## src/rtl/adc_scan_ctrl_if.sv

```systemverilog
// SPI_mstr16 transaction bus between the scan controller and the SPI master.
// The controller drives the strobe and command; the master returns done and the read word.
interface adc_scan_ctrl_if;
    logic        wrt;
    logic [15:0] cmd;
    logic        done;
    logic [15:0] rd_data;

    modport master (output wrt, cmd, input done, rd_data);
    modport slave  (input wrt, cmd, output done, rd_data);
endinterface

```

## src/rtl/adc_scan_ctrl.sv

```systemverilog
// Scans the ADC channels enabled in a mask, lowest first, issuing two SPI reads per channel
// because the ADC returns the previously selected channel's conversion.
module adc_scan_ctrl #(
    parameter int unsigned GAP_CYC = 2
) (
    input  logic                   clk,
    input  logic                   rst_n,
    input  logic                   strt_scan_i,
    input  logic [7:0]             chnl_mask_i,
    adc_scan_ctrl_if.master        spi,
    output logic                   res_vld_o,
    output logic [2:0]             res_chnl_o,
    output logic [11:0]            res_data_o,
    output logic                   busy_o,
    output logic                   scan_cmplt_o
);

    typedef enum logic [2:0] {IDLE, SEL, WAIT_SEL, GAP, RD, WAIT_RD, NEXT} state_t;

    localparam logic [3:0] GAP_LAST = 4'(GAP_CYC - 1);

    state_t      state_q, state_d;
    logic [7:0]  mask_q, mask_d;
    logic [2:0]  chnl_q, chnl_d;
    logic [3:0]  gap_q, gap_d;
    logic        rd_phase_q, rd_phase_d;
    logic        wrt_q, wrt_d;
    logic [15:0] cmd_q, cmd_d;
    logic        res_vld_q, res_vld_d;
    logic [2:0]  res_chnl_q, res_chnl_d;
    logic [11:0] res_data_q, res_data_d;
    logic        busy_q, busy_d;
    logic        cmplt_q, cmplt_d;
    logic [2:0]  low_idx;

    // Descending walk so the lowest set bit is the last one written.
    always_comb begin
        low_idx = 3'd0;
        for (int i = 7; i >= 0; i--) begin
            if (mask_q[i]) low_idx = 3'(i);
        end
    end

    always_comb begin
        state_d    = state_q;
        mask_d     = mask_q;
        chnl_d     = chnl_q;
        gap_d      = gap_q;
        rd_phase_d = rd_phase_q;
        wrt_d      = 1'b0;
        cmd_d      = cmd_q;
        res_vld_d  = 1'b0;
        res_chnl_d = res_chnl_q;
        res_data_d = res_data_q;
        busy_d     = busy_q;
        cmplt_d    = 1'b0;
        case (state_q)
            IDLE: begin
                // A request in the completion cycle belongs to the finished scan.
                if (strt_scan_i && !cmplt_q) begin
                    mask_d  = chnl_mask_i;
                    busy_d  = 1'b1;
                    state_d = NEXT;
                end
            end
            NEXT: begin
                if (mask_q == 8'h00) begin
                    cmplt_d = 1'b1;
                    busy_d  = 1'b0;
                    cmd_d   = 16'h0000;
                    state_d = IDLE;
                end else begin
                    chnl_d          = low_idx;
                    mask_d[low_idx] = 1'b0;
                    cmd_d           = {2'b00, low_idx, 11'h000};
                    wrt_d           = 1'b1;
                    rd_phase_d      = 1'b0;
                    state_d         = SEL;
                end
            end
            SEL: state_d = WAIT_SEL;
            WAIT_SEL: begin
                if (spi.done) begin
                    gap_d   = 4'd0;
                    state_d = GAP;
                end
            end
            GAP: begin
                if (gap_q == GAP_LAST) begin
                    gap_d = 4'd0;
                    if (rd_phase_q) begin
                        state_d = NEXT;
                    end else begin
                        wrt_d      = 1'b1;
                        rd_phase_d = 1'b1;
                        state_d    = RD;
                    end
                end else begin
                    gap_d = gap_q + 4'd1;
                end
            end
            RD: state_d = WAIT_RD;
            WAIT_RD: begin
                if (spi.done) begin
                    res_vld_d  = 1'b1;
                    res_chnl_d = chnl_q;
                    res_data_d = spi.rd_data[11:0];
                    gap_d      = 4'd0;
                    state_d    = GAP;
                end
            end
            default: state_d = IDLE;
        endcase
    end

    always_ff @(posedge clk or negedge rst_n) begin
        if (!rst_n) begin
            state_q    <= IDLE;
            mask_q     <= 8'h00;
            chnl_q     <= 3'd0;
            gap_q      <= 4'd0;
            rd_phase_q <= 1'b0;
            wrt_q      <= 1'b0;
            cmd_q      <= 16'h0000;
            res_vld_q  <= 1'b0;
            res_chnl_q <= 3'd0;
            res_data_q <= 12'h000;
            busy_q     <= 1'b0;
            cmplt_q    <= 1'b0;
        end else begin
            state_q    <= state_d;
            mask_q     <= mask_d;
            chnl_q     <= chnl_d;
            gap_q      <= gap_d;
            rd_phase_q <= rd_phase_d;
            wrt_q      <= wrt_d;
            cmd_q      <= cmd_d;
            res_vld_q  <= res_vld_d;
            res_chnl_q <= res_chnl_d;
            res_data_q <= res_data_d;
            busy_q     <= busy_d;
            cmplt_q    <= cmplt_d;
        end
    end

    assign spi.wrt      = wrt_q;
    assign spi.cmd      = cmd_q;
    assign res_vld_o    = res_vld_q;
    assign res_chnl_o   = res_chnl_q;
    assign res_data_o   = res_data_q;
    assign busy_o       = busy_q;
    assign scan_cmplt_o = cmplt_q;

endmodule

```

## src/flat_wrapper.sv

```systemverilog
// flat-port wrapper written by rule: the top's interface ports become plain ports
module adc_scan_ctrl_flat 
#(
    parameter int unsigned GAP_CYC = 2
)
  (clk, rst_n, strt_scan_i, chnl_mask_i, res_vld_o, res_chnl_o, res_data_o, busy_o, scan_cmplt_o, spi_wrt, spi_cmd, spi_done, spi_rd_data);
  adc_scan_ctrl_if spi_i ();
  input  logic clk;
  input  logic rst_n;
  input  logic strt_scan_i;
  input  logic [7:0] chnl_mask_i;
  output logic res_vld_o;
  output logic [2:0] res_chnl_o;
  output logic [11:0] res_data_o;
  output logic busy_o;
  output logic scan_cmplt_o;
  output wire logic [$bits(spi_i.wrt)-1:0] spi_wrt;
  output wire logic [$bits(spi_i.cmd)-1:0] spi_cmd;
  input wire logic [$bits(spi_i.done)-1:0] spi_done;
  input wire logic [$bits(spi_i.rd_data)-1:0] spi_rd_data;
  assign spi_wrt = spi_i.wrt;
  assign spi_cmd = spi_i.cmd;
  assign spi_i.done = spi_done;
  assign spi_i.rd_data = spi_rd_data;
  adc_scan_ctrl #(.GAP_CYC(GAP_CYC)) u_core (.clk(clk), .rst_n(rst_n), .strt_scan_i(strt_scan_i), .chnl_mask_i(chnl_mask_i), .spi(spi_i), .res_vld_o(res_vld_o), .res_chnl_o(res_chnl_o), .res_data_o(res_data_o), .busy_o(busy_o), .scan_cmplt_o(scan_cmplt_o));
endmodule
```

## config.mk

```make
export PLATFORM = sky130hd
export DESIGN_NAME = adc_scan_ctrl_flat
export DESIGN_NICKNAME = d
export VERILOG_FILES = /design/src/rtl/adc_scan_ctrl_if.sv /design/src/rtl/adc_scan_ctrl.sv /design/src/flat_wrapper.sv
export SDC_FILE = /design/constraint.sdc
export NUM_CORES = 1
export LEC_CHECK = 0
export ABC_AREA = 0
export ABC_CLOCK_PERIOD_IN_PS = 2100
export BUFFER_PORTS_ARGS = -buffer_cell sky130_fd_sc_hd__buf_2
export CORE_AREA = 10 10 94 96
export DETAILED_ROUTE_END_ITERATION = 10
export DIE_AREA = 0 0 104 106
export PLACE_DENSITY = 0.58
export SETUP_SLACK_MARGIN = 0.3
export SLEW_MARGIN = 0
export SYNTH_ARGS = -nofsm -noshare
export SYNTH_HDL_FRONTEND = slang
export SYNTH_SLANG_ARGS = --single-unit
```

## constraint.sdc

```tcl
create_clock -name clk -period 2.1 [get_ports clk]
set_clock_uncertainty 0.2 [all_clocks]
set_input_delay 0.105 -clock clk [delete_from_list [all_inputs] [get_ports clk]]
set_output_delay 0.105 -clock clk [all_outputs]
set_load 0.01 [all_outputs]
```

==> run_results.csv, run 1 <==
group,metric,value,unit
place,post-dp-hpwl,3400,um
logic_synthesis,synth_edf_count,0,
floorplan,die_h,106,um
critical_path,max_stage_delay,0.40,ns
place,dp_slack,0.2016,ns
critical_path,worst_path_most_repeated_cell,"or3_1",
logic_synthesis,seq_area_frac_synth,0.5206,
critical_path,cp_cell_sequence,"ha_1 -> nor3b_2 -> or3_1 -> or3_1 -> o21ai_1",
global_route,grt_pass1_vias,1700,
power,ir_drop,0.4965,mV
route,vias,1644,
power,intPower,2.178,mW
place,globalplace.congestion,0.7880,
critical_path,cp_num_buf_inv,0,
logic_synthesis,syn_inst,211,
critical_path,worstPathMaxFanout,5,
cts,numCtsBuffers,5,
route,drt-pass1-iter-count,4,
power,swShare,0.3851,
timing,period_needed,1.828,ns
logic_synthesis,synth-xor-area-share,0,
timing,layout_setup_ws,0.2718,ns
timing,whs,0.009853,ns
floorplan,ioPinCount,63,
global_route,grt_max_degree,42,
final_layout,drive_gt1_frac,0.2828,
status,status,"completed",
floorplan,rows,31,
timing,max_freq,547.0,MHz
power,comb_power_share,0.414,
global_route,grtUsageMet2,0.1440,
cts,cts-root-buf,"clkbuf_8",
cts,cts_tree,"yes",
critical_path,start_kind,"register",
global_route,grt_pass1_wl,8197,um
logic_synthesis,yosys_warnings,0,
logic_synthesis,ys_types,39,
timing,tns,0,ns
critical_path,cp.required,2.12,ns
power,power_leakage,1.363,nW
logic_synthesis,ys_ff_latch,41,
logic_synthesis,synth-async-reset-ratio,1.000,
timing,setup_violations,0,
floorplan,die_w,104,um
route,viasPerCell,4.226,
timing,worst_pin_slew,0.5186,ns
floorplan,core,7059,um^2
critical_path,worst_ep_arrival_time,1.85,ns
global_route,grt-ovfl-total,0,
global_route,track_usage,0.08722,
final_layout,design_area,2690,um^2
final_layout,postLayoutCoreUtil,0.3811,
final_layout,nets,320,
logic_synthesis,synthAdderAreaFrac,0.01270,
logic_synthesis,synth_compound_area_frac,0.1302,
route,drc,0,
logic_synthesis,synth_top_flop_cell,"dfrtp_1",
logic_synthesis,muxShareOfSynthArea,0.01016,
logic_synthesis,netlist_area,1971,um^2
route,ant_nets,0,
critical_path,slowest_stage,"dfrtp_1",
global_route,grt_util_met1,0.1082,
floorplan,start_util,0.2792,
logic_synthesis,synth_top_family_by_area,"simple AND/OR/NAND/NOR gates",
final_layout,synthToLayoutAreaGrowth,36.51,%
route,post_drt_wl_per_cell,12.44,um
floorplan,dieArea,11020,um^2
cts,clock-sinks,41,
cts,path_clk_slew,0.08,ns
power,pwr_density_cell,1316,nW/um^2
cts,cts_max_level,2,
cts,clk_latency,0.29,ns
logic_synthesis,synth.avg_cell_area,9.340,um^2
timing,drv_slew,0,
timing,timing.final.crit_share,0.8706,
global_route,antenna_found_initial,0,
logic_synthesis,synth-simple-area-share,0.2432,
place,io_buffers,45,
run,maxCapViolCount,0,
power,p_sw,1.364,mW
power,p_clk_frac,0.172,
cts,clk_path_buf_depth,2,
timing,rsz0062_at_grt,"yes",
min_path,worst_hold_path_type,"in2reg",
power,power,3.541,mW
route,wl,4840,um
final_layout,final_cells,389,
critical_path,critPathTopFamily,"simple AND/OR/NAND/NOR gates",
global_route,top_usage_layer,"met2",
timing,max_slew_margin,0.6542,
critical_path,worstSetupPathType,"reg2reg",
route,drt_iter0_markers,58,
place,place_inst,354,
final_layout,n_antenna_cell,0,
place,place_area,2283,um^2
critical_path,cp-end-kind,"register",
global_route,met3_usage,0.02838,
power,pwr-share-seq,0.414,
timing,finalHoldViolations,0,
-- layer usage --
metal  up-vias  part of all wire
li1        837                 -
met1       761              0.46
met2        42              0.48
met3         4             0.057
met4         0            0.0048
met5         -                 0
-- cell usage in the layout, fill, tap and decap left out, types with 2 or more instances in the layout --
cell / instances
a21oi_1: 8
a221o_1: 2
a22o_1: 3
and3b_1: 2
buf_2: 45
buf_4: 14
clkbuf_8: 5
conb_1: 13
dfrtp_1: 37
dfrtp_2: 4
dlygate4sd3_1: 21
ha_1: 2
inv_1: 4
mux2i_1: 2
nand2_1: 65
nand2b_1: 3
nand3b_1: 2
nor2_1: 13
nor3_1: 2
nor3b_1: 2
nor4_4: 2
o21ai_0: 9
o21ai_1: 5
o31ai_1: 3
or3_1: 2
or4_4: 2
-- layout make-up --
type,instances,area (um^2)
Timing Repair Buffer,81,551.8
Tap cell,99,123.9
Clock buffer,5,68.82
Sequential cell,41,1031
Fill cell,720,4369
Clock inverter,2,35.03
Multi-Input combinational cell,156,860.8
Inverter,5,18.77
-- worst paths after layout --
check / startpoint / to / slack, ns / cells after the start
setup / recovery: u_core.gap_q[0] / u_core.gap_q[3] / 0.27 / 5
hold / removal: spi_done / u_core.state_q[1] / 0.01 / 3
setup reg to reg: u_core.gap_q[0] / u_core.gap_q[3] / 0.27 / 5
hold reg to reg: u_core.spi.cmd[13] / u_core.spi.cmd[13] / 0.27 / 2
max in group asynchronous: rst_n / u_core.mask_q[1] / 1.10 / 3
min in group asynchronous: rst_n / u_core.res_data_o[1] / 0.21 / 3
-- Yosys cell counts, types with 2 or more instances --
cell | instances | area [um^2]
a21oi_1 | 8 | 40.04
a221o_1 | 2 | 20.02
a22o_1 | 3 | 26.28
and3b_1 | 2 | 17.52
buf_2 | 5 | 25.02
buf_4 | 13 | 97.59
clkbuf_1 | 2 | 7.510
dfrtp_1 | 41 | 1026
ha_1 | 2 | 25.02
inv_1 | 4 | 15.01
mux2i_1 | 2 | 20.02
nand2_1 | 66 | 247.7
nand2b_1 | 3 | 18.77
nand3b_1 | 2 | 15.01
nor2_1 | 13 | 48.80
nor3_1 | 2 | 10.01
nor3b_1 | 3 | 22.52
o21ai_0 | 9 | 45.04
o21ai_1 | 5 | 25.02
o31ai_1 | 4 | 30.03
or3_1 | 2 | 12.51
-- tightest hold or removal path: stages --
cell	delay [ns]
buf_2	0.14
a21oi_1	0.15
o31ai_1	0.07
-- kinds of logic (layout without fill, tap and decap cells) --
kind of cell | Yosys count | in the layout
and+or+nand+nor | 101 | 101
DFF | 41 | 41
AOI/OAI and AO/OA | 38 | 38
buffers and inverters | 26 | 93
adders and majority gates | 2 | 2
muxes | 2 | 2
other | 1 | 13
-- sequential cells by signal (all words and copies together), names as in the netlist --
| signal | cells |
|---|---|
| u_core.scan_cmplt_o | 1 |
| u_core.rd_phase_q | 1 |
| u_core.chnl_q | 3 |
| u_core.spi.cmd | 3 |
| u_core.res_chnl_o | 3 |
| u_core.gap_q | 4 |
| u_core.res_vld_o | 1 |
| u_core.busy_o | 1 |
| u_core.mask_q | 8 |
| u_core.state_q | 3 |
| u_core.spi.wrt | 1 |
| u_core.res_data_o | 12 |
-- power by group through the flow --
stage	registers, mW	clock network, mW	logic [mW]
CTS	1.47	0.636	1.41
global route	1.53	0.675	1.66
global placement	1.47	0	1.28
floorplan	1.47	0	0.863
detailed placement	1.48	0	1.31
finish	1.47	0.608	1.47
-- what timing repair did --
action                                  4_1_cts  5_1_grt
endpoints found under the setup margin        5       32
pin swaps                                     3        1
endpoints found under the hold margin        61        0
buffers inserted                              4        3
gates resized for setup                       4        7
hold buffers                                 21        0
Power figures use the tool's default switching activity.
==> run 2, diff against run 1 <==
Settings changed: ABC_AREA 0 to 1, CORE_AREA 10 10 94 96 to 10 10 95 97, DIE_AREA 0 0 104 106 to 0 0 105 107.
==> run 2 against run 1 <==
Effect of this change: via count grew 5.2%; design area is essentially flat; sequential share of layout area shrank 0.22 points; synthesized cell count grew 19%.
==> run_results.csv, run 2 <==
group,metric,value,unit
status,status,"completed",
logic_synthesis,synth_top_area_frac,0.5096,
floorplan,rows,31,
final_layout,largest_reg_flops,12,
place,post-dp-hpwl,3518,um
floorplan,core,7137,um^2
route,drt-pass1-iter-count,4,
cts,cts-root-buf,"clkbuf_8",
timing,timing.final.crit_share,0.7960,
logic_synthesis,synth.top_cells.by_count,"103 x nand2_1, 41 x dfrtp_1, 21 x inv_1, 18 x o21ai_0, 14 x buf_4",
timing,tns,0,ns
floorplan,die_h,107,um
timing,setup_violations,0,
global_route,antenna_found_initial,0,
global_route,grt_max_degree,42,
final_layout,synthToLayoutAreaGrowth,33.75,%
logic_synthesis,synth-xor-area-share,0.004351,
critical_path,cp_cell_sequence,"inv_1 -> nand2_1 -> nor2_4 -> inv_2 -> nor2_4 -> nor2_8 -> nand2_1 -> o21ai_1",
logic_synthesis,ys_types,25,
critical_path,slowest_stage,"dfrtp_1",
logic_synthesis,synth-async-reset-ratio,1.000,
critical_path,r2r_slack,0.43,ns
logic_synthesis,synth.avg_cell_area,7.989,um^2
logic_synthesis,synth-simple-area-share,0.3008,
critical_path,worstSetupPathType,"reg2reg",
logic_synthesis,netlist_area,2013,um^2
final_layout,final_cell_mix,"102 x nand2_1, 45 x buf_2, 41 x dfrtp_1",
critical_path,cp_num_buf_inv,2,
floorplan,ioPinCount,63,
timing,worst_pin_slew,0.5190,ns
floorplan,dieArea,11240,um^2
cts,cts_max_level,2,
logic_synthesis,synthAdderAreaFrac,0.01243,
logic_synthesis,muxShareOfSynthArea,0,
critical_path,start_kind,"register",
route,post_drt_wl_per_cell,11.06,um
logic_synthesis,seq_area_frac_synth,0.5096,
floorplan,start_util,0.2821,
logic_synthesis,yosysMostFrequentCell,"nand2_1",
route,drc,0,
critical_path,worstReg2RegEnd,"u_core.mask_q[1]",
final_layout,final_common_cell,"nand2_1",
logic_synthesis,syn_inst,252,
min_path,worst_hold_path_type,"in2reg",
critical_path,max_stage_delay,0.43,ns
floorplan,die_w,105,um
timing,max_freq,598.3,MHz
critical_path,critPathTopFamily,"simple AND/OR/NAND/NOR gates",
logic_synthesis,yosys_warnings,0,
power,ir_drop,0.3472,mV
final_layout,drive_gt1_frac,0.2417,
global_route,track_usage,0.08576,
place,globalplace.congestion,0.8426,
critical_path,worstPathMaxFanout,9,
critical_path,cp-end-kind,"register",
cts,numCtsBuffers,5,
global_route,grt_pass1_vias,1774,
logic_synthesis,synth_top_flop_cell,"dfrtp_1",
logic_synthesis,ys_ff_latch,41,
cts,clk_path_buf_depth,2,
power,power_leakage,1.429,nW
timing,period_needed,1.672,ns
final_layout,design_area,2693,um^2
min_path,hold_depth,4,
logic_synthesis,yosys-top-cells-area,"dfrtp_1 51%, nand2_1 19%, buf_4 5.2%",
logic_synthesis,synth_top_family_by_area,"simple AND/OR/NAND/NOR gates",
route,wl,4754,um
final_layout,nets,360,
cts,clk_latency,0.29,ns
final_layout,n_antenna_cell,0,
min_path,whs_endpoint,"u_core.state_q[1]",
route,viasPerCell,4.021,
timing,rsz0062_at_grt,"no",
cts,clock-sinks,41,
final_layout,postLayoutCoreUtil,0.3773,
route,drt_iter0_markers,113,
critical_path,cp.required,2.08,ns
timing,max_slew_margin,0.6540,
cts,path_clk_slew,0.09,ns
timing,drv_slew,0,
critical_path,ff2ff_path_depth,8,
critical_path,reg2reg_from,"u_core.state_q[0]",
cts,cts_tree,"yes",
min_path,hp-start,"spi_done",
power,pwr_density_cell,1288,nW/um^2
global_route,grt-ovfl-total,0,
critical_path,worst_ep_arrival_time,1.65,ns
place,io_buffers,45,
run,maxCapViolCount,0,
logic_synthesis,synth_edf_count,0,
logic_synthesis,synth_top_area_cell,"dfrtp_1",
place,place_area,2322,um^2
final_layout,nFillCells,769,
timing,finalHoldViolations,0,
route,ant_nets,0,
route,vias,1729,
global_route,grt_pass1_wl,8148,um
logic_synthesis,synth_compound_area_frac,0.06526,
==> run 2: cell types whose count changed in the layout (fill, tap and decap cells not counted), moves of 4 or more <==
cell     change
dfrtp_1      +4
a21oi_1      -7
nor2_2       +4
buf_4        -5
dfrtp_2      -4
nand4_1      +5
nand3_1      +8
nand2_1     +37
o21ai_0      +8
inv_1       +17
==> run 2: layout make-up <==
| cell class | instances | area, um^2 | share of cell area |
|---|---|---|---|
| multi-input cells | 181 | 848.3 | 0.3151 |
| inverters | 26 | 97.59 | 0.03625 |
| repair buffers | 75 | 503.0 | 0.1868 |
| clock inverters | 3 | 25.02 | 0.009294 |
| well taps | 99 | 123.9 | 0.04600 |
| flip-flops and latches | 41 | 1026 | 0.3810 |
| clock buffers | 5 | 68.82 | 0.02556 |
==> run 2: worst max-delay path by stage <==
stage	from	to	slack, ns	cells after the start
floorplan	u_core.state_q[0]	u_core.mask_q[2]	0.52	8
global placement	u_core.state_q[0]	u_core.mask_q[7]	0.38	9
detailed placement	u_core.mask_q[4]	u_core.busy_o	0.37	8
CTS	u_core.state_q[0]	u_core.mask_q[6]	0.33	9
global route	u_core.state_q[0]	u_core.mask_q[7]	0.27	9
finish	u_core.state_q[0]	u_core.mask_q[1]	0.43	8
==> run 2: what timing repair did <==
item	CTS	global route
resized for setup	0	8
hold buffers	21	0
endpoints found under the setup margin	0	17
hold endpoints to repair	61	0
setup buffers	0	5
==> run 2: worst min-delay path, cell delays in order <==
cell     delay (ns)
buf_2          0.10
o22ai_2        0.08
o21ai_0        0.15
nand2_1        0.05
==> run 2: metrics by stage <==
| stage | power [mW] | instances | worst slack, ns | hold slack [ns] |
|---|---|---|---|---|
| 2_1_floorplan | 2.381 | 264 | 0.5169 | -0.3906 |
| 3_3_place_gp | 2.799 | 396 | 0.3782 | 0.008221 |
| 3_5_place_dp | 2.843 | 396 | 0.3671 | 0.008124 |
| 4_1_cts | 3.430 | 425 | 0.3282 | 0.02277 |
| 5_1_grt | 3.825 | 430 | 0.2688 | 0.06284 |
| 6_report | 3.468 | 430 | 0.4285 | 0.02574 |
==> run 2: power breakdown <==
group          switching [mW]  internal [mW]  leakage (nW)  total, mW
clock network           0.298          0.242        0.0452      0.540
logic                   0.975          0.615         0.857       1.59
registers               0.218           1.12         0.526       1.34
==> run 2: layer usage <==
layer / vias to the layer above / wire (um) / GRT usage
met4: 0 / 50 / 0.03529
met3: 2 / 292 / 0.03114
met2: 43 / 2175 / 0.1391
li1: 916 / - / -
met5: - / 0 / 0
met1: 768 / 2235 / 0.1010
==> run 2: cell families after synthesis <==
kind of cell / after synthesis
buffers and inverters: 42
other: 1
and+or+nand+nor: 140
AOI/OAI and AO/OA: 25
adders and majority gates: 2
xor gates and xnor gates: 1
DFF: 41
